`config.mk`:
```
export PLATFORM = sky130hd
export DESIGN_NAME = train_seq_ctrl
export DESIGN_NICKNAME = d
export VERILOG_FILES = /design/src/rtl/train_seq_ctrl.sv
export SDC_FILE = /design/constraint.sdc
export NUM_CORES = 1
export LEC_CHECK = 0
export BUFFER_PORTS_ARGS = -buffer_cell sky130_fd_sc_hd__buf_4
export CORE_MARGIN = 1.5
export CORE_UTILIZATION = 56
export DETAILED_ROUTE_END_ITERATION = 10
export MAX_ROUTING_LAYER = met4
export PLACE_DENSITY_LB_ADDON = 0.2
export SETUP_SLACK_MARGIN = 0.5
export SLEW_MARGIN = 20
export SYNTH_ARGS = -nofsm -noshare
export SYNTH_HDL_FRONTEND = slang
export SYNTH_SLANG_ARGS = --single-unit
```
`constraint.sdc`:
```
create_clock -name clk_i -period 2.8 [get_ports clk_i]
set_input_delay 0.56 -clock clk_i [delete_from_list [all_inputs] [get_ports clk_i]]
set_output_delay 0.56 -clock clk_i [all_outputs]
set_load 0.01 [all_outputs]
```
`src/rtl/train_seq_ctrl.sv`:
```
// train_seq_ctrl: epoch sequencer (CLEAR/FWD/BWD/UPDATE) for the perceptron datapath; optional phase watchdog under TRAIN_SEQ_WDOG_EN
// ports: clk_i/rst_i (sync, active-low), en_i freeze, init_i start edge, abort_i to IDLE, epochs_i target,
//        zero_end_check_i/f_end_i/b_end_i phase strobes; zero_loss_o/zero_final_o/f_pass_o/b_pass_o/zero_weight_update_o
//        phase controls, epoch_o completed epochs, busy_o/done_o/err_o status, state_o debug state (0..6)
module train_seq_ctrl #(
  parameter int EPOCH_W = 8,
  parameter int WDOG_W = 6,
  parameter int TIMEOUT = 63
) (
  input  logic               clk_i,
  input  logic               rst_i,
  input  logic               en_i,
  input  logic               init_i,
  input  logic               abort_i,
  input  logic [EPOCH_W-1:0] epochs_i,
  input  logic               zero_end_check_i,
  input  logic               f_end_i,
  input  logic               b_end_i,
  output logic               zero_loss_o,
  output logic               zero_final_o,
  output logic               f_pass_o,
  output logic               b_pass_o,
  output logic               zero_weight_update_o,
  output logic [EPOCH_W-1:0] epoch_o,
  output logic               busy_o,
  output logic               done_o,
  output logic               err_o,
  output logic [2:0]         state_o
);
  typedef enum logic [2:0] {IDLE, CLEAR, FWD, BWD, UPDATE, DONE, ERR} state_t;
  state_t state_q, state_d;
  logic init_q, init_d, start, waiting, strobe, tmo;
  logic [EPOCH_W-1:0] epoch_q, epoch_d, target_q, target_d, epoch_inc;
  if (TIMEOUT > (1 << WDOG_W) - 1) begin : g_bad_timeout
    $error("TIMEOUT does not fit in WDOG_W bits");
  end
  assign start = init_i & ~init_q;
  assign epoch_inc = epoch_q + 1'b1;
  assign waiting = state_q inside {CLEAR, FWD, BWD};
  assign strobe = (state_q == CLEAR & zero_end_check_i) | (state_q == FWD & f_end_i) | (state_q == BWD & b_end_i);
`ifdef TRAIN_SEQ_WDOG_EN
  logic [WDOG_W-1:0] wdog_q, wdog_d;
  assign tmo = wdog_q == WDOG_W'(TIMEOUT);
  always_comb begin
    wdog_d = abort_i ? '0 : ~en_i ? wdog_q : (state_d != state_q || !waiting) ? '0 : wdog_q + 1'b1;
  end
  always_ff @(posedge clk_i) begin
    if (!rst_i) wdog_q <= '0;
    else wdog_q <= wdog_d;
  end
  assign err_o = state_q == ERR;
`else
  assign tmo = 1'b0;
  assign err_o = 1'b0;
`endif
  always_comb begin
    state_d = state_q;
    epoch_d = epoch_q;
    target_d = target_q;
    init_d = en_i ? init_i : init_q;
    if (abort_i) state_d = IDLE;
    else if (en_i) begin
      if ((state_q == IDLE || state_q == DONE) && start) begin
        target_d = epochs_i;
        epoch_d = '0;
        state_d = epochs_i == '0 ? DONE : CLEAR;
      end else if (state_q == DONE && !init_i) state_d = IDLE;
      else if (state_q == UPDATE) begin
        epoch_d = epoch_inc;
        state_d = epoch_inc == target_q ? DONE : CLEAR;
      end else if (waiting && strobe) state_d = state_q == CLEAR ? FWD : state_q == FWD ? BWD : UPDATE;
      else if (waiting && tmo) state_d = ERR;
    end
  end
  always_ff @(posedge clk_i) begin
    if (!rst_i) begin
      state_q <= IDLE;
      init_q <= init_i;
      epoch_q <= '0;
      target_q <= '0;
    end else begin
      state_q <= state_d;
      init_q <= init_d;
      epoch_q <= epoch_d;
      target_q <= target_d;
    end
  end
  assign zero_loss_o = state_q == CLEAR;
  assign zero_final_o = state_q == CLEAR;
  assign f_pass_o = state_q == FWD;
  assign b_pass_o = state_q == BWD;
  assign zero_weight_update_o = state_q == UPDATE;
  assign busy_o = state_q inside {CLEAR, FWD, BWD, UPDATE};
  assign done_o = state_q == DONE;
  assign epoch_o = epoch_q;
  assign state_o = state_q;
endmodule

```
**After elaboration in Yosys (flattened, before gate mapping)**

Index checks and enable logic that the tools add are counted.

- Add/sub/neg operators: 1
- Equal/unequal tests: 8
- Muxes and demuxes: 13
- Bitwise logic cells: 9
- Reductions and logical operators: 15

Operators with widths:

| cell | count |
|---|---|
| 2-to-1 mux 3 bit | 8 |
| 2-to-1 mux 8 bit | 3 |
| adder 8 x 1 -> 8 bit (second input constant) | 1 |
| == test 8 bit | 1 |
| zero test 8 bit | 1 |
| nonzero test 4 bit | 2 |
| == test 3 x 2 -> 1 bit (second input constant) | 2 |
| == test 3 bit (second input constant) | 2 |
| AND 1 bit | 4 |
| AND reduction 4 bit | 1 |
| == test 3 x 1 -> 1 bit (second input constant) | 1 |
| logical AND 1 bit | 3 |
| zero test 3 bit | 1 |
| NOT 1 bit | 3 |
| AND reduction 3 bit | 1 |
| nonzero test 3 bit | 1 |
| 2-to-1 mux 1 bit | 2 |
| inequality test 2 x 1 -> 1 bit (second input constant) | 1 |
| inequality test 2 bit (second input constant) | 1 |
| OR 1 bit | 2 |
| AND reduction 2 bit | 1 |
| nonzero test 2 bit | 1 |
| OR reduction 2 bit | 1 |
| zero test 1 bit | 1 |
| logical OR 1 bit | 1 |

- Bits in registers: 20
- Input port bits: 16
- Output and inout port bits: 19
- Logic and storage cells: 50

**Logic depth before layout (Yosys ltp)**

Gate-level depths: netlist of run 1.

- Depth in word-level cells: 9
- Mapped depth: 6
- Mapped depth without buffers: 6

**Least setup slack after synthesis of run 1**

Ideal clock, no wire load.

- Path kind: register -> output
- Start point: register state_q[2] (netlist: state_o[2])
- End point: output port zero_loss_o
- Arrival: 1,053 ps
- Required time: 2,240 ps
- Slack: 1,187 ps
- Cell stages (with the launch flop): 5
- Cell sequence: dfxtp_1 buf_4 nand2b_1 nor2_1 buf_4

- Cells in the longest elaborated chain, start to end: 1

RTL lines:

| item | RTL line | text |
|---|---|---|
| start: declaration | 31 | `state_t state_q, state_d;` |
| start signal: assignment | 82 | `state_q <= state_d;` |
| == test 3 x 1 -> 1 bit | n/a |  |
| end: declaration | 19 | `output logic zero_loss_o,` |

No other way between the ends.

**Worst setup path in the final report of run 1**

- Start point: register state_q[0] (netlist: state_o[0])
- End point: output port f_pass_o

- Cells in the longest elaborated chain, start to end: 1

RTL lines:

| item | RTL line | text |
|---|---|---|
| == test 3 x 2 -> 1 bit | 90 | `assign f_pass_o = state_q == FWD;` |
| end: declaration | 21 | `output logic f_pass_o,` |

No other way between the ends.

==> results of run 1 <==
[registers in the layout, indices dropped and copies added, names as in the netlist]
name      cells
target_q      8
init_q        1
epoch_o       8
state_o       3
[worst max-delay path by stage]
stage	from	end	slack (ps)	cells after the start
finish	state_o[0]	f_pass_o	710	3
global route	state_o[0]	zero_loss_o	590	3
CTS	state_o[0]	f_pass_o	720	3
detailed placement	state_o[1]	state_o[2]	910	5
global placement	init_i	state_o[1]	950	6
floorplan	state_o[2]	zero_loss_o	1190	4
[cell families (layout without fill, tap and decap cells)]
kind of cell | Yosys count | in the layout | synth area share [%]
AOI/OAI and AO/OA | 25 | 25 | 15.7
xor gates and xnor gates | 16 | 16 | 10.6
adders and majority gates | 1 | 1 | 0.943
buffers and inverters | 8 | 39 | 4.24
DFF | 20 | 20 | 30.9
muxes | 9 | 9 | 6.79
other | 1 | 1 | 0.283
and+or+nand+nor | 61 | 61 | 30.6
[final cells by class]
type	instances	area, um2
Clock inverter	1	30.0
Clock buffer	3	22.5
Tap cell	28	35.0
Multi-Input combinational cell	113	860
Timing Repair Buffer	33	248
Sequential cell	20	410
Fill cell	167	621
Inverter	2	7.51
[critical path, delay by kind of cell, from the launching register on]
family        cells  cell delay [ps]
buf+inv           2              320
flops             1              650
simple gates      1              230
[per-stage QoR]
stage          utilization [%]  std cells
2_1_floorplan                -        141
3_3_place_gp              69.9        196
3_5_place_dp              69.9        196
4_1_cts                   72.2        200
5_1_grt                   72.2        200
6_report                  72.2        200
[power by group]
part	internal (mW)	total, mW	leakage, nW	switching [mW]
Clock	0.145	0.245	0.0279	0.0999
Sequential	0.293	0.302	0.164	0.00951
Combinational	0.0510	0.0989	0.480	0.0478
Total	0.489	0.646	0.671	0.157
[routing by layer]
metal	part of all wire, %	GRT usage (%)	wire length, um
met1	43	31.8	1280
met2	51	43.2	1510
met3	5.2	4.31	155
met4	1.2	8.33	36
met5	0	-	0
[placed cells by master (no fill, tap or decap), drive strengths merged, types with 2 or more instances in the layout]
cell,instances
inv,2
nor2,6
and3,4
o211ai,3
o21ai,6
or3,6
xnor2,12
mux2i,9
a21oi,4
clkbuf,3
buf,33
nand4bb,2
nand3,3
a21boi,7
dfxtp,19
a211oi,2
nor3,2
nand2b,5
xor2,4
nand4,2
nor2b,14
nor4,4
or3b,2
nand2,7
==> impl_results.md, run 1 <==
* Post-Route WL at approximately 3.0 mm
* Layout cells sized above 1 at between 20% and 30%
* Distinct cell type count after synthesis at 42
* Clk pin slew, worst setup/hold paths at approximately 130 ps
* Synth Register Bits at 20
* CP Data Required Time at between 2000 and 2500 ps
* Slew Viols, Final at 0
* Worst clock skew at ~9.0 ps
* Hpwl dp at about 2.2 mm
* Drc violations at 0
* Kind of end point of the critical path: output pin
* ANT cells at 0
* Setup_tns at 0 ps
* Die Area at 2670 um2
* Final Hold Viols at 0
* WP data arrival at 1530 ps
* Synth top area share at ~29%
* Post-cts resize count at 0
* MaxCap Viol Count at 0
* CP max stage delay at ~650 ps
* Worst-skew pair later-pin latency at about 320 ps
* Worst path slowest cell: dfxtp_1
* Hold crit path type: input port to register
* Setup violators final at 0
* Reg2reg path depth at 5
* CTS tree: done
* Die Width at slightly above 50 um
* Most frequent cells after synthesis: dfxtp_1, nor2b_1, xnor2_1, mux2i_1
* Overall power consumption at 0.646 mW
* Final Cell Area at approximately 1600 um2
* Static Leakage at around 0.67 nW
* Mapped cell area at roughly 1300 um2
* Top area cells in the synthesized netlist: dfxtp_1, xnor2_1, mux2i_1, nor2b_1, or3_1
* Fmax at around 480 MHz
* Num rows at 17
* Final #Nets at between 150 and 200
* Reg2reg start: state_o[1]
* GR Overflow Total at 0
* Port bufs at 33
* Reg2reg setup slack at approximately 900 ps
* Hold EP: init_q
* Post-CTS Setup Repair Bufs at 0
* Detailed-route via count at about 1,200
* Area grow syn2layout at 21.6%
* Min-Delay Path Depth at 1
* Beginning of the worst hold path: init_i
* Syn. warnings at 0
* Fin worst setup slack at 714 ps
* Pin count of the biggest net entering global routing at 19
* Top-count cell post-synth: dfxtp_1
* Root Driver: clkbuf_4
* Synth async-reset ratio at 0%
* EDFF count, synth at 1
* Core ar. at approximately 2200 um2
* 1st-pass router iterations at 4
* Initial DRC Count at 29
* CTS Buf Count at 3
* Global placement routability congestion at approximately 0.9
* Crit path max fanout at 12
* Mapped Nets at 158
* Synth area leader: dfxtp_1
* Sequential fraction of the synthesis area at approximately 31%
* Post-DR wirelength/cell at between 10 and 15 um
* Mapped Cells at approximately 140
* Max VDD drop at a little over 0.0003 V
* Worst-Margin Slew at approximately 540 ps
* DRT antenna net count at 0
* Vias in the first global route at 1,088
* Avg Inst Size Synth at between 9 and 10 um2
* Final Cycle Share at around 75%
* Post-layout minimum cycle time at roughly 2100 ps
* Clock Path Buffers at 2
* Pre-CTS setup slack at around 900 ps
* RSZ-0062 raised after global routing: false
* Crit path cell chain: inv_1 -> and3_1 -> buf_4
* Main flop type after synthesis: dfxtp_1
* Gr usage total at between 20% and 30%
* Startpoint types: register
* Relative slew slack at between 60% and 70%
* Placed cell area at between 1500 and 2000 um2
* First-pass GRT wire length at 5.02 mm
* CP Class: register to output pin
* Pwr dens at 401 nW/um2
* Htree depth at 1
* Initial antenna violation count at 0
* Hold_ws at ~460 ps
* Die height at 51.7 um
* R2r endpoint: state_o[2]
* Status: completed
* Starting Density at 59.4%
* Hold_buf cts at 0
* Clock sink total at 20
* I/O pin cnt at 35
* Via density at 5.77
(Power assumes the default switching activity.)
==> inputs of run 2 (changes only) <==
CORE_UTILIZATION = 47   (was 56)
clock period = 1.9 ns   (was 2.8 ns; I/O delays follow)
==> run 2 against run 1 <==
Critical endpoint is now state_o[1]. Core utilization increased by 6.2 points. Flip-flop and latch count is the same. Non-clock buffer count up 32. Clock power shrank 7%. Via count is 15% higher. Wire length increased by 46%. First-iteration DRC count is the same. Critical path type is now register to register. Hold slack lost 160 ps.
==> impl_results.md, run 2 (synthesis results as in run 1) <==
* Status: completed
* Area grow syn2layout at 60.2%
* GR Overflow Total at 0 (unchanged)
* Starting Density at 48.9% (-10 points)
* Static Leakage at 0.877 nW (+31%)
* Post-DR wirelength/cell at 18.5 um (+24%)
* Final Hold Viols at 0 (unchanged)
* Pwr dens at 437 nW/um2 (+9.1%)
* Port bufs at 33 (unchanged)
* Reg2reg setup slack at 190 ps (-710 ps)
* Gr usage total at 25.4% (-0.32 points)
* Global placement routability congestion at 0.835 (-6.4%)
* Hpwl dp at 2.32 mm (+3.4%)
* Kind of end point of the critical path: register
* CTS tree: done
* Crit path cell chain: buf_6 -> buf_6 -> nor3_4 -> buf_6 -> o31ai_4 -> or3_1 -> nor3b_2
* First-pass GRT wire length at 6.11 mm (+22%)
* P_sw at 0.277 mW (+76%)
* Slew Viols, Final at 0 (unchanged)
* Detailed-route via count at 1,330 (+15%)
* Fillers at 187 (+12%)
* Root Driver: clkbuf_4
* Critical path endpoint: state_o[1]
* Clock group share of total power at 24.4% (-14 points)
* WP data arrival at 1920 ps (+390 ps)
* CP max stage delay at 390 ps (-260 ps)
* Placed cell area at 1630 um2 (+4.2%)
* Max VDD drop at 0.000449 V (+46%)
* Fin worst setup slack at 195 ps (-519 ps)
* Initial DRC Count at 29 (unchanged)
* Worst clock skew at 2.26 ps (-6.75 ps)
* CP Class: register to register
* Num rows at 19 (+2)
* 1st-pass router iterations at 4 (unchanged)
* Post-layout minimum cycle time at around 1700 ps
* Clk pin slew, worst setup/hold paths at 120 ps (about the same)
* Met1 GRT Util at 30.3% (-1.4 points)
* Busiest metal layer after global routing: met2
* CTS Buf Count at 3 (unchanged)
* Core ar. at 2710 um2 (+21%)
* Worst path slowest cell: dfxtp_4
* Setup_tns at 0 ps (unchanged)
* Drc violations at 0 (unchanged)
* Via density at 5.66 (-1.9%)
* Final Util at 78.4% (+6.2 points)
* Met2 usage at 43.4% (+0.20 points)
* Comb pwr share at 28.5% (+13 points)
* M3 GR Usage at 3.49% (-0.82 points)
* Sw Share at 29.8% (+5.5 points)
* Startpoint types: register
* RSZ-0062 raised after global routing: true
* DRT antenna net count at 0 (unchanged)
* Worst-skew pair later-pin latency at 310 ps (about the same)
* Reg2reg path depth at 7 (+2)
* Crit path max fanout at 4 (-8)
* Hold_ws at 295 ps (-160 ps)
* Final Cycle Share at 89.7%
* Commonest non-fill, non-tap cell in the layout: buf_4
* Hold crit path type: input port to register
* Internal Power at 0.652 mW (+33%)
* Commonest cells after routing, fill and taps aside: buf_4, buf_6, nor2b_1
* Crit-path most repeated cell: buf_6
* ANT cells at 0 (unchanged)
* Die Area at 3150 um2 (+18%)
* R2r endpoint: state_o[1]
* Vias in the first global route at 1,259 (+16%)
* I/O pin cnt at 35 (unchanged)
* Fmax at between 500 and 600 MHz
* Reg2reg start: state_o[1]
* Htree depth at 1 (unchanged)
* Die Width at 56.1 um (+8.6%)
* Fraction of power consumed by sequential logic at 47.1% (+0.3 points)
* CP Data Required Time at 2120 ps (-120 ps)
* Pin count of the biggest net entering global routing at 19 (unchanged)
* Setup violators final at 0 (unchanged)
* Clock Path Buffers at 2 (unchanged)
* Clock sink total at 20 (unchanged)
* Post-Route WL at 4.35 mm (+46%)
* Pre-CTS setup slack at 201 ps (-709 ps)
* Final Cell Area at 2120 um2 (+32%)
* Final #Nets at 222 (+17%)
* MaxCap Viol Count at 0 (unchanged)
* CP startpoint: state_o[1]
* Die height at 56.1 um (+8.6%)
* Initial antenna violation count at 0 (unchanged)
* Layout cells sized above 1 at 52.0% (+25 points)
[run 2: timing repair]
action / in CTS / in global routing
pin swaps: 9 / 12
setup endpoints to repair: 28 / 29
cloned: 0 / 0
hold endpoints to repair: 0 / 0
buffers inserted: 20 / 10
hold buffers: 0 / 0
gates resized for setup: 31 / 34
[run 2: per-layer routing]
metal | up-vias | part of all wire [%]
li1 | 626 | -
met1 | 633 | 38
met2 | 55 | 55
met3 | 16 | 3.5
met4 | 0 | 3.8
met5 | - | 0
[run 2: per-stage QoR]
step | instances | power, mW
6_report | 235 | 0.928
5_1_grt | 235 | 0.972
4_1_cts | 225 | 0.876
3_5_place_dp | 201 | 0.605
3_3_place_gp | 201 | 0.601
2_1_floorplan | 141 | 0.550
[run 2: critical path: cells and delay by family (launching register included)]
family | cells | cell delay (ps)
compound gates | 1 | 80
flops | 1 | 390
simple gates | 3 | 740
buf+inv | 3 | 390
[run 2: final cells by class]
class	count	area, um2	area share, %
Timing Repair Buffer	65	583	27.4
Multi-Input combinational cell	113	1030	48.6
Sequential cell	20	433	20.4
Inverter	2	10.0	0.471
Tap cell	31	38.8	1.83
Clock buffer	4	26.3	1.24
[run 2: power by group through the flow]
stage | sequential [mW] | clock (mW) | combinational (mW)
4_1_cts | 0.439 | 0.227 | 0.209
5_1_grt | 0.439 | 0.257 | 0.276
3_3_place_gp | 0.454 | 0 | 0.147
2_1_floorplan | 0.446 | 0 | 0.104
6_report | 0.437 | 0.227 | 0.264
3_5_place_dp | 0.454 | 0 | 0.151
[run 2: worst min path at each step]
stage	start	end	slack [ps]	depth (start not counted)
3_5_place_dp	epoch_o[1]	epoch_o[1]	500	2
5_1_grt	init_i	init_q	280	1
2_1_floorplan	init_i	init_q	480	0
3_3_place_gp	epoch_o[1]	epoch_o[1]	480	2
6_report	init_i	init_q	300	1
4_1_cts	init_i	init_q	290	1
